### src/rtl/uart_pkg.sv
// rtl/uart_pkg.sv - shared UART types, widths and parity helper
package uart_pkg;

  localparam int BAUD_DIV_W = 12;

  typedef enum logic [2:0] {IDLE, START, DATA, PARITY, STOP} rx_state_t;

  // Parity bit that makes XOR(data, p) equal to the odd/even selector.
  function automatic logic parity_calc(input logic [7:0] d, input logic odd);
    return (^d) ^ odd;
  endfunction

endpackage

### src/rtl/fifo_simple.sv
// rtl/fifo_simple.sv - first-word fall-through FIFO with wrap-bit pointers
module fifo_simple #(
  parameter int DEPTH = 16,
  parameter int W     = 8
) (
  input  logic         clk,
  input  logic         rst,
  input  logic         we,
  input  logic [W-1:0] wdata,
  input  logic         re,
  output logic [W-1:0] rdata,
  output logic         empty,
  output logic         full
);
  localparam int AW = $clog2(DEPTH);
  localparam logic [AW:0] PTR_ONE = {{AW{1'b0}}, 1'b1};

  logic [W-1:0] mem [DEPTH];
  logic [AW:0]  wptr, rptr;
  logic         do_rd, do_wr;

  assign empty = (wptr == rptr);
  assign full  = (wptr[AW] != rptr[AW]) && (wptr[AW-1:0] == rptr[AW-1:0]);
  assign do_rd = re && !empty;
  assign do_wr = we && (!full || do_rd);
  assign rdata = empty ? '0 : mem[rptr[AW-1:0]];

  always_ff @(posedge clk or negedge rst) begin
    if (!rst) begin
      wptr <= '0;
      rptr <= '0;
    end else begin
      if (do_wr) wptr <= wptr + PTR_ONE;
      if (do_rd) rptr <= rptr + PTR_ONE;
    end
  end

  always_ff @(posedge clk) begin
    if (do_wr) mem[wptr[AW-1:0]] <= wdata;
  end

endmodule

### src/rtl/uart_rx.sv
// rtl/uart_rx.sv - oversampling 8N1/8E1/8O1 deserialiser with parity and stop checks
module uart_rx
  import uart_pkg::*;
(
  input  logic                  clk,
  input  logic                  rst,
  input  logic                  rx,
  input  logic [BAUD_DIV_W-1:0] baud_divider,
  input  logic                  parity_en,
  input  logic                  parity_type_odd,
  output logic                  valid,
  output logic [7:0]            byte_o,
  output logic                  perr,
  output logic                  ferr
);
  localparam logic [BAUD_DIV_W-1:0] CNT_ONE = 1;

  rx_state_t             state;
  logic                  rx_meta, rxs, rxs_d, armed;
  logic [1:0]            fill;
  logic [BAUD_DIV_W-1:0] div_q, cnt;
  logic                  par_en_q, par_odd_q, par_bit;
  logic [2:0]            bit_idx;
  logic [7:0]            sreg;
  logic                  tick;

  assign tick   = (cnt == '0);
  assign byte_o = sreg;

  always_ff @(posedge clk or negedge rst) begin
    if (!rst) begin
      rx_meta   <= 1'b1;
      rxs       <= 1'b1;
      rxs_d     <= 1'b1;
      fill      <= 2'b00;
      armed     <= 1'b0;
      state     <= IDLE;
      div_q     <= '0;
      cnt       <= '0;
      par_en_q  <= 1'b0;
      par_odd_q <= 1'b0;
      par_bit   <= 1'b0;
      bit_idx   <= '0;
      sreg      <= '0;
      valid     <= 1'b0;
      perr      <= 1'b0;
      ferr      <= 1'b0;
    end else begin
      rx_meta <= rx;
      rxs     <= rx_meta;
      rxs_d   <= rxs;
      fill    <= {fill[0], 1'b1};
      valid   <= 1'b0;
      perr    <= 1'b0;
      ferr    <= 1'b0;
      // Arm only once rxs carries a real line sample, not its reset value.
      if (fill[1] && rxs) armed <= 1'b1;

      case (state)
        IDLE: begin
          if (armed && rxs_d && !rxs) begin
            div_q     <= baud_divider;
            par_en_q  <= parity_en;
            par_odd_q <= parity_type_odd;
            cnt       <= (baud_divider >> 1) - CNT_ONE;
            state     <= START;
          end
        end
        START: begin
          if (tick) begin
            if (rxs) begin
              state <= IDLE;
            end else begin
              cnt     <= div_q - CNT_ONE;
              bit_idx <= '0;
              state   <= DATA;
            end
          end else cnt <= cnt - CNT_ONE;
        end
        DATA: begin
          if (tick) begin
            sreg    <= {rxs, sreg[7:1]};
            cnt     <= div_q - CNT_ONE;
            bit_idx <= bit_idx + 3'd1;
            if (bit_idx == 3'd7) state <= par_en_q ? PARITY : STOP;
          end else cnt <= cnt - CNT_ONE;
        end
        PARITY: begin
          if (tick) begin
            par_bit <= rxs;
            cnt     <= div_q - CNT_ONE;
            state   <= STOP;
          end else cnt <= cnt - CNT_ONE;
        end
        STOP: begin
          if (tick) begin
            state <= IDLE;
            if (!rxs) begin
              ferr  <= 1'b1;
              armed <= 1'b0;
            end else if (par_en_q && (par_bit != parity_calc(sreg, par_odd_q))) begin
              perr <= 1'b1;
            end else begin
              valid <= 1'b1;
            end
          end else cnt <= cnt - CNT_ONE;
        end
        default: state <= IDLE;
      endcase
    end
  end

endmodule

### src/rtl/uart_buffered_rx.sv
// rtl/uart_buffered_rx.sv - UART receiver feeding a FWFT FIFO with sticky error flags
module uart_buffered_rx
  import uart_pkg::*;
#(
  parameter int DEPTH = 16
) (
  input  logic                  clk,
  input  logic                  rst,
  input  logic                  re,
  output logic [7:0]            data,
  output logic                  buffer_empty,
  output logic                  buffer_full,
  input  logic                  rx,
  input  logic [BAUD_DIV_W-1:0] baud_divider,
  input  logic                  parity_en,
  input  logic                  parity_type_odd,
  input  logic                  err_clear,
  output logic                  parity_err,
  output logic                  frame_err,
  output logic                  overrun
);
  logic       rx_valid, rx_perr, rx_ferr, drop_full;
  logic [7:0] rx_byte;

  uart_rx u_rx (
    .clk             (clk),
    .rst             (rst),
    .rx              (rx),
    .baud_divider    (baud_divider),
    .parity_en       (parity_en),
    .parity_type_odd (parity_type_odd),
    .valid           (rx_valid),
    .byte_o          (rx_byte),
    .perr            (rx_perr),
    .ferr            (rx_ferr)
  );

  // A same-cycle pop frees the slot, so a full FIFO only drops without re.
  assign drop_full = rx_valid && buffer_full && !re;

  fifo_simple #(.DEPTH(DEPTH), .W(8)) u_fifo (
    .clk   (clk),
    .rst   (rst),
    .we    (rx_valid && !drop_full),
    .wdata (rx_byte),
    .re    (re),
    .rdata (data),
    .empty (buffer_empty),
    .full  (buffer_full)
  );

  always_ff @(posedge clk or negedge rst) begin
    if (!rst) begin
      parity_err <= 1'b0;
      frame_err  <= 1'b0;
      overrun    <= 1'b0;
    end else begin
      if (rx_perr)        parity_err <= 1'b1;
      else if (err_clear) parity_err <= 1'b0;
      if (rx_ferr)        frame_err  <= 1'b1;
      else if (err_clear) frame_err  <= 1'b0;
      if (drop_full)      overrun    <= 1'b1;
      else if (err_clear) overrun    <= 1'b0;
    end
  end

endmodule

### config.mk
export PLATFORM = sky130hd
export DESIGN_NAME = uart_buffered_rx
export DESIGN_NICKNAME = d
export VERILOG_FILES = /design/src/rtl/uart_pkg.sv /design/src/rtl/fifo_simple.sv /design/src/rtl/uart_rx.sv /design/src/rtl/uart_buffered_rx.sv
export SDC_FILE = /design/constraint.sdc
export NUM_CORES = 1
export LEC_CHECK = 0
export ABC_AREA = 1
export BUFFER_PORTS_ARGS = -buffer_cell sky130_fd_sc_hd__buf_2
export CORE_ASPECT_RATIO = 0.9
export CORE_UTILIZATION = 40
export DETAILED_ROUTE_END_ITERATION = 10
export MAX_ROUTING_LAYER = met4
export PLACE_DENSITY = 0.55
export SYNTH_ARGS = -nofsm -noshare
export SYNTH_HDL_FRONTEND = slang
export SYNTH_SLANG_ARGS = --single-unit
### constraint.sdc
create_clock -name clk -period 1.9 [get_ports clk]
set_input_delay 0.095 -clock clk [delete_from_list [all_inputs] [get_ports clk]]
set_output_delay 0.095 -clock clk [all_outputs]
set_load 0.02 [all_outputs]
After elaboration in Yosys (flattened, before gate mapping)
Memories as Yosys holds them, arrays and structs flattened.
Cells that the tools add are included.

word-level totals
  output and inout bits = 13
  bits in read-only memories = 0
  logic and storage cells = 119
  bits in registers = 63
  memories kept = 1
  bits in latches = 0
  input port bits = 19
  memory bits (writable) = 128

memories
  name        words  bits a word  rd ports  clocked after memory_dff  wr ports  line               text
  u_fifo.mem  16     8            1         0                         1         fifo_simple.sv:18  logic [W-1:0] mem [DEPTH];

operators by class
  reduce and logical (&&, ||, !) cells = 31
  muxes and demuxes = 41
  magnitude comparators = 0
  shift operators = 0
  div/mod/pow operators = 0
  add/subtract/negate cells = 6
  bitwise logic cells = 1
  eq/ne operators = 18
  $mul = 0

operators by type and width
  cell                                                 count
  two-way mux 12 bit                                   5
  one-hot mux 12 bit (4 select lines)                  1
  two-way mux 3 bit                                    10
  subtractor 12 x 1 -> 12 bit (second input constant)  2
  two-way mux 1 bit                                    21
  one-hot mux 3 bit (5 select lines)                   1
  logical NOT 12 bit                                   1
  != test 2 x 1 -> 1 bit (second input constant)       6
  subtractor 11 x 1 -> 12 bit (second input constant)  1
  adder 5 x 1 -> 5 bit (second input constant)         2
  logical AND 1 bit                                    10
  two-way mux 8 bit                                    1
  AND reduction 4 bit                                  2
  nonzero test 2 bit                                   4
  XOR reduction 8 bit                                  1
  == test 3 x 2 -> 1 bit (second input constant)       2
  == test 3 bit (second input constant)                2
  one-hot mux 3 bit (2 select lines)                   1
  AND reduction 2 bit                                  3
  AND reduction 6 bit                                  1
  == test 5 bit                                        1
  logical NOT 1 bit                                    5
  == test 4 bit                                        1
  != test 2 bit (second input constant)                2
  other kinds (10)                                     11

Depth between registers and ports, before layout
Gate-level depths: netlist of run 1.

  word-level depth = 9
  depth in mapped cells = 13
  gate-level depth less buffers = 13

Cells and area by module
From an unflattened synthesis of run 1, not the netlist that was laid out.

unflattened totals
  cells, all modules = 1,139
  area, all modules = 9,795.6 µm²

by module, submodules not included
  module            cells an instance  sequential area each (µm²)  times used  area each (µm²)
  fifo_simple       656                4,093.9                     1           6,287.3
  uart_rx           468                1,255.0                     1           3,379.5
  uart_buffered_rx  15                 75.1                        1           128.9

Worst setup path after synthesis of run 1
No wires, ideal clock.

  path kind = flip-flop to flip-flop
  start = reg u_fifo.rptr[1]
  end = mem u_fifo.mem[10][0] (enable)
  setup slack = -0.231 ns
  library setup time = 0.383 ns
  arrival time = 1.747 ns
  required time = 1.517 ns
  period minus slack after synthesis = 2.131 ns
  cell stages (with the launch flop) = 9
  path buffers = 2
  path through = dfrtp_1 buf_6 xnor2_1 nand4_1 nor2_2 nand2_4 nand2_4 buf_4 nor3_1

on the way
  cells in the longest elaborated chain, start to end = 9
  elaborated cells on any way between the ends = 14
  classes of those cells = eq/ne (2); mux (2); reduce/logical (10)

ends and longest elaborated chain
  what                                         line                    text
  start, declared                              fifo_simple.sv:19       logic [AW:0] wptr, rptr;
  start signal, assigned                       fifo_simple.sv:34       if (do_rd) rptr <= rptr + PTR_ONE;
  == test 4 bit (*)                            fifo_simple.sv:23       assign full = (wptr[AW] != rptr[AW]) && (wptr[AW-1:0] == rptr[AW-1:0]);
  logical AND 1 bit (*)                        fifo_simple.sv:23
  via buffer_full                              uart_buffered_rx.sv:12  output logic buffer_full,
  logical AND 1 bit (2 in series)              uart_buffered_rx.sv:39  assign drop_full = rx_valid && buffer_full && !re;
  logical NOT 1 bit                            uart_buffered_rx.sv:44  .we (rx_valid && !drop_full),
  logical AND 1 bit                            uart_buffered_rx.sv:44
  logical AND 1 bit (*)                        fifo_simple.sv:25       assign do_wr = we && (!full || do_rd);
  two-way mux 1 bit (*)                        fifo_simple.sv:39       if (do_wr) mem[wptr[AW-1:0]] <= wdata;
  two-way mux 1 bit (implied by the code) (*)  fifo_simple.sv:39
  end, declared                                fifo_simple.sv:18

The timed path passes the listed nets; every way through them passes the cells marked *.

Final worst setup path of run 1
  start = reg u_fifo.rptr[0]
  end = out data[7]

on the way
  cells in the longest elaborated chain, start to end = 2
  elaborated cells on any way between the ends = 3
  classes of those cells = eq/ne (1); mux (1); memory (1)

ends and longest elaborated chain
  what                                                         line                    text
  memory (16 x 8 bit) / == test 5 bit (equally long branches)  -
  two-way mux 8 bit (*)                                        fifo_simple.sv:26       assign rdata = empty ? '0 : mem[rptr[AW-1:0]];
  end, declared                                                uart_buffered_rx.sv:10  output logic [7:0] data,

Mark *: on every way between the ends. The rest lies on a longest branch, timed or not.

==> results of run 1 <==
==> path summary, 6_finish.rpt <==
| path | startpoint | endpoint | slack [ns] | cells after the start |
|---|---|---|---|---|
| worst min register to register | u_rx.fill[0]$_DFF_PN0_ | u_rx.fill[1]$_DFF_PN0_ | 0.35 | 0 |
| worst max-delay path | u_fifo.rptr[0]$_DFFE_PN0P_ | data[7] | -0.33 | 9 |
| worst min-delay path | baud_divider[6] | u_rx.div_q[6]$_DFFE_PN0P_ | 0.03 | 3 |
| min in group asynchronous | rst | u_fifo.rptr[4]$_DFFE_PN0P_ | 0.17 | 3 |
| max in group asynchronous | rst | u_rx.rx_meta$_DFF_PN1_ | 1.35 | 3 |
| worst max register to register | u_fifo.rptr[0]$_DFFE_PN0P_ | u_fifo.mem[11][4]$_DFFE_PP_ | -0.25 | 12 |
==> synthesized netlist by cell type (4+ instances only) <==
library cell and instances:
nor2_1 162, edfxtp_1 128, nand2_1 127, o21ai_0 96, nand3_1 62, dfrtp_1 60
inv_1 57, a21oi_1 34, o211ai_1 24, nor3_1 22, xnor2_1 15, buf_2 13
clkbuf_1 12, ha_1 11, nor2_4 8, o221ai_1 8, xor2_1 8, buf_6 6
inv_2 6, nand2_2 6, nor2_2 6, nand3b_1 5, o21bai_1 5, buf_4 4
nand2_4 4, nand4_1 4
==> metal layers <==
| layer | global-route usage, % | vias up |
|---|---|---|
| met5 | - | - |
| met2 | 32.8 | 188 |
| met4 | 6.18 | 0 |
| met3 | 3.42 | 18 |
| li1 | - | 3454 |
| met1 | 31.2 | 3413 |
==> critical path: stages (launching register included) <==
cell and delay, ns:
dfrtp_2 0.44, buf_12 0.17, clkinv_16 0.08, buf_12 0.14, buf_12 0.11, nor2_1 0.03
o211ai_1 0.30, nand3_1 0.14, a21oi_2 0.13, buf_4 0.15
==> per-stage QoR <==
| stage | worst slack, ns | power, mW | TNS [ns] | std cells |
|---|---|---|---|---|
| final | -0.333 | 16.5 | -25.85 | 1370 |
| after global routing | -0.412 | 17.4 | -36.82 | 1370 |
| after CTS | -0.303 | 15.9 | -4.84 | 1347 |
| after detailed placement | -0.507 | 10.9 | -43.82 | 1267 |
| after global placement | -0.485 | 10.9 | -40.22 | 1267 |
| after floorplan | -0.231 | 9.21 | -24.68 | 922 |
==> area by class of cell <==
type | count | share of cell area (%)
Inverter | 65 | 2.57
Timing Repair inverter | 1 | 0.0730
Tap cell | 297 | 3.10
Multi-Input combinational cell | 633 | 29.7
Clock buffer | 17 | 3.54
Timing Repair Buffer | 151 | 14.2
Clock inverter | 15 | 1.63
Sequential cell | 191 | 45.2
==> cells by family (layout without fill, tap and decap cells) <==
kind of cell | count (synthesis) | count (layout) | share of synthesized area [%]
compound gates | 178 | 178 | 11.2
xor+xnor | 23 | 23 | 2.21
fa+ha+maj | 11 | 11 | 1.51
buf+inv | 101 | 249 | 5.03
flops | 191 | 191 | 59.4
mux | 4 | 4 | 0.534
other cells | 1 | 1 | 0.0411
simple gates | 413 | 416 | 20.1
==> report_power, final <==
group / internal (mW) / switching (mW)
sequential: 4.78 / 0.424
combinational: 3.30 / 4.26
clock: 1.82 / 1.88
total: 9.90 / 6.57
==> sequential cells by signal, summed over array words and instances, names as in the netlist, 2 cells and up <==
name and cells:
u_fifo.wptr 5, u_rx.bit_idx 3, u_rx.cnt 12, u_fifo.mem 128
u_rx.byte_o 8, u_rx.div_q 12, u_rx.fill 2, u_rx.state 3
u_fifo.rptr 5
==> cells in the final DEF, fill, tap and decap left out, drive strengths merged, types with 2 or more instances in the layout <==
cell type    count
nor2           177
nand2          139
buf            133
edfxtp         128
o21ai           99
inv             70
nand3           63
dfrtp           60
a21oi           34
o211ai          24
nor3            24
clkbuf          19
dlygate4sd3     15
xnor2           15
ha              11
clkinv           9
o221ai           8
xor2             8
nand3b           5
o21bai           5
nand4            4
mux2             4
o22ai            3
dfstp            3
clkinvlp         2
a22o             2
or2              2
==> timing repair <==
| action | in CTS | in global routing |
|---|---|---|
| hold buffers | 15 | 0 |
| cloned | 8 | 5 |
| gates resized for setup | 92 | 59 |
| setup endpoints to repair | 121 | 168 |
| setup buffers | 25 | 22 |
| endpoints found under the hold margin | 79 | 0 |
| pin swaps | 29 | 33 |
==> run summary, run 1 <==
Worst-path clk slew: 0.08 ns
total CTS buffers: 17
Area growth, synth to finish: 31.5%
skew final: 0.0143 ns
RSZ-0062 raised after global routing: yes
CP Launch Type: register
top cell type's share of synthesized area: 42.1%
height of the die: 145 um
root buf cell: clkbuf_16
first-pass GRT wire length: 38.0 mm
Max H-tree Level: 4
Fill cells: 1940
Layout Utilization: 53.5%
power density cells: 1370 mW/mm^2
CP endpoint kind: primary output
CTS tree: built
Synth cell types: 47
number of global-route vias before repair: 6743
Final WS setup: -0.333 ns
routed wl met3: 1.25 mm
port buffer count: 31
num rows: 52
max cap viols: 0
Placed Area: 0.00991 sq mm
Overflow after GRT: 0
Slew HR: 63.5%
Final ANT Viol Nets: 0
Setup Viol. Count Final: 139
top post-synthesis cells by area: edfxtp_1, dfrtp_1, nor2_1, o21ai_0, nand2_1
Residual DRC: 0
final instance area: 0.0120 sq mm
crit share post-route: 118%
TritonRoute pass-1 iters: 5
via count: 7073
Initial Utilization: 40.7%
YS warnings: 0
CP arrival: 2.14 ns
mapped cell area: 0.00913 sq mm
clock sink total: 191
Longest Clk Path Bufs: 2
Slew @ Worst Pin: 0.546 ns
Synth Flop Type: edfxtp_1
Via density: 5.16
HP Class: in2reg
P_leak: 4.93 nW
initial antenna violation count: 0
syn_area_per_cell: 9.91 sq um
drt total wl: 24.4 mm
Multi-input gate area: 0.00357 sq mm
DR top layer: met4
IO Count: 32
area leader, netlist: edfxtp_1
hold_ws: 0.0281 ns
Chip Width: 161 um
DP Wirelength: 14.7 mm
sequential area share after synthesis: 59.4%
core area: 0.0224 sq mm
fraction of layout cells with a size suffix above 1: 23.8%
CP required: 1.80 ns
Seq cells post-synth: 191
number of flops mapped to enable cells by yosys: 128
fraction of registers with async set/reset: 33.0%
Final Hold Viols: 0
FF+latch area: 0.00543 sq mm
Met1 Wirelength: 11.5 mm
Routed WL per cell: 17.8 um
n_diodes: 0
drt initial violations: 646
cells after synthesis: 922
die area: 0.0234 sq mm
kind of critical path: reg2out
Detail Route met2 WL: 11.3 mm
Highest Clock Rate: 448 MHz
syn_nets: 952
Peak VDD IR: 1.00 mV
Max Transition Viols Final: 0
GPL Wtd Cong: 0.839
clk_lat worst skew: 0.44 ns
gr usage total: 22.0%
crit path time final: 2.23 ns
pin count of the biggest net entering global routing: 64
CP Max Fanout: 12
outcome: finished with violations
failing checks: negative setup slack
Final #Nets: 1090
Power figures use the tool's default switching activity.
==> run 2, diff against run 1 <==
Settings changed: CORE_ASPECT_RATIO 0.9 to 1.4.
==> run summary, run 2 (synthesis results as in run 1) <==
outcome: finished with violations
failing checks: design-rule violations, negative setup slack
clock sink total: 191
root buf cell: clkbuf_16
clk_lat worst skew: 0.44 ns
CP endpoint kind: register
Routed WL per cell: 17.8 um
Final ANT Viol Nets: 0
Layout Utilization: 52.3%
Peak VDD IR: 0.809 mV
height of the die: 181 um
Setup WS pre-CTS: 0.0124 ns
Final #Nets: 1081
total CTS buffers: 17
Highest Clock Rate: 448 MHz
Longest Clk Path Bufs: 2
Overflow after GRT: 0
CP Max Fanout: 8
IO Count: 32
gr usage total: 22.4%
number of global-route vias before repair: 6977
CP required: 2.06 ns
pin count of the biggest net entering global routing: 37
Largest register FFs: 128
CTS tree: built
max cap viols: 0
hold_ws: 0.162 ns
CP Launch Type: register
Via density: 5.17
DP Wirelength: 16.8 mm
n_diodes: 0
power density cells: 1360 mW/mm^2
Chip Width: 130 um
fraction of layout cells with a size suffix above 1: 23.0%
Fill cells: 2003
Initial Utilization: 40.7%
drt total wl: 24.4 mm
commonest cells after routing, fill and taps aside: nor2_1, edfxtp_1, nand2_1
via count: 7051
port buffer count: 31
Worst-path clk slew: 0.08 ns
first-pass GRT wire length: 37.8 mm
Max Transition Viols Final: 0
P_leak: 4.82 nW
HP Class: in2async
Residual DRC: 2
Setup Viol. Count Final: 139
crit share post-route: 117%
GPL Wtd Cong: 0.893
num rows: 65
TritonRoute pass-1 iters: 8
Max H-tree Level: 4
initial antenna violation count: 0
Final Hold Viols: 0
most common cell after layout, fill and taps aside: nor2_1
setup_tns: -32.43 ns
kind of critical path: reg2reg
die area: 0.0234 sq mm
drt initial violations: 399
RSZ-0062 raised after global routing: yes
Area growth, synth to finish: 28.6%
skew final: 0.0209 ns
core area: 0.0224 sq mm
CP arrival: 2.39 ns
Final WS setup: -0.330 ns
crit path time final: 2.23 ns
## run 2: cell count changes in the layout (fill, tap and decap cells not counted), sizes merged
cell	change
buf	-9
nor2	-1
nand2	-2
clkinv	-1
inv	+1
dlygate4sd3	+3
## run 2: report_power, final
group / total (mW) / leakage [nW] / internal (mW) / switching (mW)
Clock: 3.67 / 0.296 / 1.82 / 1.85
Sequential: 5.18 / 2.07 / 4.78 / 0.409
Combinational: 7.08 / 2.45 / 3.00 / 4.08
Total: 15.9 / 4.82 / 9.59 / 6.34
## run 2: area by class of cell
cell class / instances / area (sq um) / area share [%]
clock buffer: 17 / 425 / 3.62
timing repair inverter: 1 / 6.26 / 0.0533
multi-input combinational: 630 / 3530 / 30.1
tap: 301 / 377 / 3.21
sequential: 191 / 5430 / 46.2
inverter: 65 / 265 / 2.26
clock inverter: 15 / 195 / 1.66
timing repair buffer: 145 / 1520 / 12.9
## run 2: routing by layer
metal / GRT usage (%) / part of all wire (%) / vias to the layer above
met3: 3.73 / 2.8 / 31
li1: - / - / 3433
met4: 8.09 / 3.2 / 0
met2: 40.2 / 55 / 137
met1: 24.4 / 39 / 3450
met5: - / 0 / -
## run 2: through the flow
stage,area [sq um],instances,total power [mW]
after floorplan,9140,922,9.21
after global placement,10100,1295,11.3
after detailed placement,10100,1295,11.3
after CTS,11200,1355,15.8
after global routing,11700,1365,16.9
final,11700,1365,15.9
## run 2: worst max-delay path, cell delays in order, from the launching register on
cell,delay [ns]
dfrtp_2,0.48
buf_4,0.16
buf_6,0.10
xnor2_1,0.11
nand4_1,0.13
buf_4,0.14
nor2_4,0.04
nand2_4,0.11
nand2_8,0.08
clkbuf_16,0.19
nor3_4,0.25
buf_12,0.17
## run 2: final timing paths
path                       cells past startpoint  slack, ns                  startpoint                         end
hold / removal                                 3       0.16                         rst         u_rx.ferr$_DFF_PN0_
min in group clk                               2       0.30                          rx      u_rx.rx_meta$_DFF_PN1_
setup reg to reg                              11      -0.33  u_fifo.rptr[0]$_DFFE_PN0P_  u_fifo.mem[3][6]$_DFFE_PP_
hold reg to reg                                0       0.35      u_rx.fill[0]$_DFF_PN0_      u_rx.fill[1]$_DFF_PN0_
setup / recovery                              11      -0.33  u_fifo.rptr[0]$_DFFE_PN0P_  u_fifo.mem[3][6]$_DFFE_PP_
max in group asynchronous                      3       1.35                         rst          u_rx.rxs$_DFF_PN1_
## run 2: timing repair
action / CTS / global route
gates cloned: 4 / 2
endpoints found under the hold margin: 83 / 0
setup endpoints to repair: 13 / 150
buffers inserted: 6 / 22
gates resized for setup: 53 / 73
hold buffers: 18 / 0
pin swaps: 19 / 37
==> run 3, diff against run 2 <==
Settings changed: CELL_PAD_IN_SITES_DETAIL_PLACEMENT from default to 0, CELL_PAD_IN_SITES_GLOBAL_PLACEMENT from default to 1, PLACE_DENSITY 0.55 to 0.67, SLEW_MARGIN from default to 20.
==> run summary, run 3 (synthesis results as in run 1) <==
GR Util met3: 3.79%
HP Class: in2reg
Largest register FFs: 128
CP endpoint kind: primary output
Pwr Total: 16.8 mW
outcome: finished with violations
Setup Viol. Count Final: 115
Final WS setup: -0.350 ns
number of global-route vias before repair: 7088
Most Frequent Cell on Critical Path: buf_12
Initial Utilization: 40.7%
TritonRoute pass-1 iters: 5
DP Wirelength: 16.6 mm
clock sink total: 191
num rows: 65
CP Max Fanout: 7
height of the die: 181 um
crit share post-route: 118%
reg2reg start: u_fifo.rptr[0]$_DFFE_PN0P_
Final #Nets: 1096
failing checks: negative setup slack
Fill cells: 2027
max cap viols: 0
drt total wl: 25.9 mm
port buffer count: 31
Routed WL per cell: 18.7 um
Chip Width: 130 um
Max H-tree Level: 4
Highest Clock Rate: 444 MHz
Peak VDD IR: 1.11 mV
pin count of the biggest net entering global routing: 64
power density cells: 1400 mW/mm^2
CP arrival: 2.16 ns
core area: 0.0224 sq mm
Final Hold Viols: 0
first-pass GRT wire length: 39.2 mm
kind of critical path: reg2out
Overflow after GRT: 0
most common cell after layout, fill and taps aside: nor2_1
total CTS buffers: 17
crit path cell chain: buf_12, clkinv_16, buf_12, buf_16, o21ai_1, o211ai_1, nand3_1, a21oi_2, buf_6
Longest Clk Path Bufs: 2
Largest stage delay, worst path: 0.40 ns
Placed Area: 0.0101 sq mm
root buf cell: clkbuf_16
Worst R2R Path Depth: 11
via count: 7106
FF-to-FF setup slack: -0.15 ns
commonest cells after routing, fill and taps aside: nor2_1, edfxtp_1, nand2_1
P_leak: 4.98 nW
fraction of layout cells with a size suffix above 1: 25.4%
Via density: 5.15
IO Count: 32
CP Launch Type: register
gr usage total: 23.8%
gr busiest metal: met2
M2 GR Usage: 44.7%
CTS tree: built
final instance area: 0.0120 sq mm
Critical path origin: u_fifo.rptr[0]$_DFFE_PN0P_
crit path time final: 2.25 ns
skew final: 0.00670 ns
RSZ-0062 raised after global routing: yes
n_diodes: 0
Area growth, synth to finish: 31.9%
critical path's slowest cell: dfrtp_2
Final ANT Viol Nets: 0
Residual DRC: 0
GPL Wtd Cong: 0.820
Max Transition Viols Final: 0
FF-to-FF End: u_fifo.mem[5][0]$_DFFE_PP_
initial antenna violation count: 0
die area: 0.0234 sq mm
worst setup path endpoint: data[7]
M1 GR Usage: 23.6%
Worst-path clk slew: 0.07 ns
clk_lat worst skew: 0.44 ns
drt initial violations: 535
CP required: 1.80 ns
[run 3: cell types whose count changed in the layout (fill, tap and decap cells not counted), sizes merged]
cell	delta
buf	+16
bufbuf	+1
bufinv	+2
clkbuf	+1
clkinv	-2
clkinvlp	+2
dlygate4sd3	-1
inv	-4
[run 3: area by class of cell]
type / instances / area, sq um / share of cell area (%)
inverters: 65 / 292 / 2.42
clock buffers: 18 / 429 / 3.56
well taps: 301 / 377 / 3.13
multi-input cells: 630 / 3600 / 29.9
repair buffers: 161 / 1760 / 14.6
clock inverters: 14 / 159 / 1.32
flip-flops and latches: 191 / 5430 / 45.0
[run 3: how the worst min path moves through the flow]
stage | slack, ns | cells past startpoint | to | from
6_report | 0.08 | 4 | u_fifo.rptr[4]$_DFFE_PN0P_ | re
5_1_grt | 0.10 | 4 | u_fifo.rptr[1]$_DFFE_PN0P_ | re
4_1_cts | 0.06 | 4 | u_fifo.rptr[4]$_DFFE_PN0P_ | re
3_5_place_dp | 0.14 | 2 | u_rx.div_q[11]$_DFFE_PN0P_ | rst
3_3_place_gp | 0.14 | 2 | u_rx.cnt[10]$_DFFE_PN0P_ | rst
2_1_floorplan | -0.20 | 0 | frame_err$_DFFE_PN0P_ | rst
[run 3: worst max-delay path: cells and delay by family (launching register included)]
| family | cells | cell delay, ns |
|---|---|---|
| AOI/OAI and AO/OA | 3 | 0.47 |
| buffers and inverters | 5 | 0.68 |
| DFF | 1 | 0.40 |
| and+or+nand+nor | 1 | 0.15 |
[run 3: metrics by stage]
step | setup TNS, ns | hold WS (ns) | std cells | worst slack [ns] | utilization [%]
floorplan | -24.68 | -0.201 | 922 | -0.231 | -
global placement | -4.80 | 0.137 | 1295 | -0.203 | 44.9
detailed placement | -5.95 | 0.136 | 1295 | -0.212 | 44.9
CTS | -2.95 | 0.0605 | 1370 | -0.323 | 51.9
global route | -28.40 | 0.104 | 1380 | -0.409 | 53.7
finish | -14.44 | 0.0769 | 1380 | -0.350 | 53.7
[run 3: power by group]
part	switching (mW)	total [mW]	internal, mW
clock	1.65	3.62	1.97
combinational	4.47	8.03	3.56
sequential	0.401	5.18	4.78
[run 3: timing repair]
action / in CTS / in global routing
setup buffers: 15 / 11
cloned: 11 / 2
endpoints found under the hold margin: 81 / 0
pin swaps: 33 / 30
setup endpoints to repair: 57 / 156
hold buffers: 17 / 0
gates resized for setup: 114 / 74
[run 3: metal layers]
layer  vias up  wire length, um
met2       157            14700
met5         -                0
met1      3435             9460
met3        54              753
li1       3460                -
met4         0              958
